<file path="config.mk">
export PLATFORM = sky130hd
export DESIGN_NAME = pe_packet_injector
export DESIGN_NICKNAME = d
export VERILOG_FILES = /design/src/rtl/pe_packet_injector.sv
export SDC_FILE = /design/constraint.sdc
export NUM_CORES = 1
export LEC_CHECK = 0
export ABC_AREA = 1
export CAP_MARGIN = 30
export CORE_AREA = 3 3 115 62
export DETAILED_ROUTE_END_ITERATION = 10
export DIE_AREA = 0 0 118 65
export GPL_ROUTABILITY_DRIVEN = 0
export PLACE_DENSITY = 0.84
export SLEW_MARGIN = 40
export SYNTH_ARGS = -nofsm -noshare
export SYNTH_HDL_FRONTEND = slang
export SYNTH_SLANG_ARGS = --single-unit
</file>
<file path="constraint.sdc">
create_clock -name clk -period 3.2 [get_ports clk]
set_input_delay 0.64 -clock clk [delete_from_list [all_inputs] [get_ports clk]]
set_output_delay 0.64 -clock clk [all_outputs]
set_load 0.02 [all_outputs]
</file>
<file path="src/rtl/pe_packet_injector.sv">
// PE-side packet injector: builds one routing flit per accepted request and
// offers it on the matching VC phase. Optional INJ_SEQ_EN adds a sequence number.
module pe_packet_injector #(
    parameter int SRC_X  = 0,
    parameter int SRC_Y  = 0,
    parameter int MESH_X = 4,
    parameter int MESH_Y = 4
) (
    input  logic        clk,
    input  logic        reset,
    input  logic        polarity,
    input  logic        pe_req_valid,
    output logic        pe_req_ready,
    input  logic [3:0]  pe_dst_x,
    input  logic [3:0]  pe_dst_y,
    input  logic [31:0] pe_payload,
    input  logic        net_out_ready,
    output logic        net_out_valid,
    output logic [63:0] net_out_data,
    output logic        dst_err,
    output logic [15:0] pkt_count
);

    typedef enum logic {IDLE, SEND} state_t;

    localparam logic [3:0] SX = 4'(SRC_X);
    localparam logic [3:0] SY = 4'(SRC_Y);
    localparam logic [4:0] MX = 5'(MESH_X);
    localparam logic [4:0] MY = 5'(MESH_Y);

    state_t     state;
    logic       vc_sel;
    logic       accept;
    logic       in_range;
    logic       dir_x;
    logic       dir_y;
    logic [3:0] hop_x;
    logic [3:0] hop_y;
    logic [7:0] seq_field;
    logic [63:0] flit;

    assign pe_req_ready = (state == IDLE) && !reset;
    assign accept       = pe_req_valid && pe_req_ready;
    assign in_range     = ({1'b0, pe_dst_x} < MX) && ({1'b0, pe_dst_y} < MY);

    always_comb begin
        dir_x = pe_dst_x < SX;
        dir_y = pe_dst_y < SY;
        hop_x = dir_x ? (SX - pe_dst_x) : (pe_dst_x - SX);
        hop_y = dir_y ? (SY - pe_dst_y) : (pe_dst_y - SY);
        flit  = {vc_sel, dir_x, dir_y, 5'd0, hop_x, hop_y,
                 SX, SY, seq_field, pe_payload};
    end

`ifdef INJ_SEQ_EN
    logic [7:0] seq;

    assign seq_field = seq;

    // Counts in-range accepts only; dropped requests consume no number.
    always_ff @(posedge clk) begin
        if (reset) begin
            seq <= 8'd0;
        end else if (accept && in_range) begin
            seq <= seq + 8'd1;
        end
    end
`else
    assign seq_field = 8'd0;
`endif

    always_ff @(posedge clk) begin
        if (reset) begin
            state         <= IDLE;
            net_out_valid <= 1'b0;
            net_out_data  <= 64'd0;
            dst_err       <= 1'b0;
            pkt_count     <= 16'd0;
            vc_sel        <= 1'b0;
        end else begin
            dst_err <= 1'b0;
            unique case (state)
                IDLE: begin
                    if (accept) begin
                        if (in_range) begin
                            net_out_data  <= flit;
                            net_out_valid <= 1'b1;
                            state         <= SEND;
                        end else begin
                            dst_err <= 1'b1;
                        end
                    end
                end
                SEND: begin
                    // Router only takes the flit in the phase matching its VC.
                    if (net_out_ready && (polarity == vc_sel)) begin
                        net_out_valid <= 1'b0;
                        vc_sel        <= ~vc_sel;
                        pkt_count     <= pkt_count + 16'd1;
                        state         <= IDLE;
                    end
                end
                default: state <= IDLE;
            endcase
        end
    end

endmodule
</file>
==> impl_metrics.toml <==
[drt]
drc_errors = 0
vias_per_cell = 4.53
final_antenna_net_count = 0
wirelength_um = 6560
first_pass_iters = 4
wl_per_cell_um = 12.0
num_vias = 2480
drt_iter0_markers = 98

[yosys]
yosysSeqAreaShare_pct = 46.9
synth-seq-cells = 61
synth_area_sq_um = 2600
syn_avg_cell_area_sq_um = 7.41
synth_warnings = 0
synthDistinctLibCells = 26
synth_cells = 351

[finish]
areaGrowthSynthToFinish_pct = 50.0
fin_nets = 500
regArea_sq_um = 1220
multi_input_area_sq_um = 1140
drive_above_1_share_pct = 6.97
n_fill_cell = 516
diodes = 0

[die]
ios = 128
core_sq_um = 6080
initial_utilization_pct = 42.8
dieHeight_um = 65
rows = 20
die_w_um = 118
die-area_sq_um = 7670

[pwr]
clockPowerShare_pct = 50.6
irDropWorstVdd_mv = 0.238
switchingPower_mw = 0.385
power_mw = 1.84
p_leak_nw = 1.60
power_frac_seq_pct = 41.9
pwr-share-comb_pct = 7.5
swShare_pct = 20.9
p_int_mw = 1.46
p_per_area_nw_per_um2 = 472

[sta]
clock.fmax_mhz = 399
post-route-min-period_ps = 2500
hold_viol = 0
finalSetupViolations = 0
max_slew_margin_pct = 55.4
grt_setup_unrepaired = "no"
tightestPinTransition_ps = 668
final_max_slew_viol_count = 0
setup_tns_ps = 0
post-route-period-util_pct = 78.3
skew_ps = 4.71

[clock_tree]
hold_buffers = 0
cts_buffer_depth = 2
post_cts_buffers = 0
ctsResizeCount = 0
clock_latency_ps = 320
clk_pin_slew_ps = 50
cts_tree = "yes"
clock-sinks = 61
cts_buffers = 9
cts_root_buf = "clkbuf_16"
h-tree-depth = 3

[setup_path]
worstPathArrival_ps = 1860
endpoint_kind = "output port"
start_kind = "input port"
critPathRequiredTime_ps = 2560
crit_fanout = 2
crit_type = "input port to output port"

[global_route]
grt_pass1_wl_um = 10800
grt_pass1_vias = 2384
groute.usage.overall_pct = 17.2
grt_antenna_before_repair = 0
grt_overflow_total = 0
grt_max_degree = 40

[outcome]
outcome = "completed"

[flow_run]
maxCapViolCount = 0

[min_path]
hold_path_class = "register to register"

[placement]
dp_hpwl_um = 4610
portBuffers = 104
==> area by class of cell <==
class | count | share of cell area [%]
flip-flops and latches | 61 | 31.3
repair buffers | 108 | 27.7
clock inverters | 4 | 1.22
multi-input cells | 258 | 29.1
clock buffers | 12 | 6.31
well taps | 88 | 2.82
inverters | 16 | 1.54
==> worst paths after layout <==
kind | start | slack (ps) | to | cells after the start
worst max-delay path | reset | 700 | pe_req_ready | 3
worst min-delay path | net_out_data[51] | 440 | net_out_data[51] | 2
worst max register to register | state | 1470 | net_out_data[6] | 6
worst min register to register | net_out_data[51] | 440 | net_out_data[51] | 2
==> logic make-up (layout without fill, tap and decap cells) <==
kind of cell / Yosys count / after routing / synth area share, %
xor gates and xnor gates: 1 / 1 / 0.337
buffers and inverters: 54 / 140 / 12.6
other: 1 / 23 / 0.144
AOI/OAI and AO/OA: 52 / 52 / 10.3
adders and majority gates: 1 / 1 / 0.481
and+or+nand+nor: 181 / 181 / 29.2
DFF: 61 / 61 / 46.9
==> worst max-delay path, cell delays in order <==
cell and delay, ps:
clkdlybuf4s50_1 470, nor2_4 130, clkdlybuf4s50_1 620
==> per-layer routing <==
layer	global-route usage, %	up-vias	part of all wire, %
met5	0	-	0
met4	7.01	0	1.8
met3	5.06	14	5.8
met2	32.7	75	52
met1	18.2	1125	40
li1	-	1266	-
==> cell usage after synthesis, drive strengths merged <==
cell    count  area share, %
nand3b      1           0.29
o21ai      40            7.7
inv        16            2.3
nand4       3           0.72
conb        1           0.14
clkbuf      4           0.58
ha          1           0.48
nor2      107             16
nand3      13            2.9
a21oi      12            2.6
nand2      54            7.9
or2         1           0.24
buf        34            9.7
xor2        1           0.34
dfxtp      61             47
nor3        2           0.82
==> power groups by stage <==
stage                     registers [mW]  logic (mW)  clock network, mW
after floorplan                    0.795      0.0742                  0
after global placement             0.786       0.137                  0
after detailed placement           0.786       0.138                  0
after CTS                          0.771       0.139              0.957
after global routing               0.771       0.148              0.999
final                              0.771       0.138              0.933
==> sequential cells by signal (all words and copies together) (netlist names) <==
name / flops
net_out_data: 41
dst_err: 1
state: 1
vc_sel: 1
net_out_valid: 1
pkt_count: 16
==> cell usage in the layout, fill, tap and decap left out, types with 2 or more instances in the layout <==
cell / instances
nand4_1: 3
nor2_1: 101
conb_1: 23
clkbuf_16: 9
a21oi_2: 2
nor2_4: 2
nor2_2: 4
nand3_1: 11
dfxtp_1: 61
clkinv_2: 2
clkbuf_1: 2
nand2_1: 53
nand3_2: 2
inv_2: 2
o21ai_0: 40
a21oi_1: 10
buf_4: 3
inv_1: 14
clkdlybuf4s50_1: 104
==> stage by stage <==
step                setup WS, ps  hold slack, ps  std cells  cell area, sq um  util [%]
detailed placement           712             438        531              3610      59.4
CTS                          696             448        547              3910      64.2
floorplan                   1500             479        373              2690         -
global placement             719             430        531              3610      59.4
global route                 663             465        547              3910      64.2
finish                       695             443        547              3910      64.2
No activity file was read; power rests on OpenSTA's default activity.
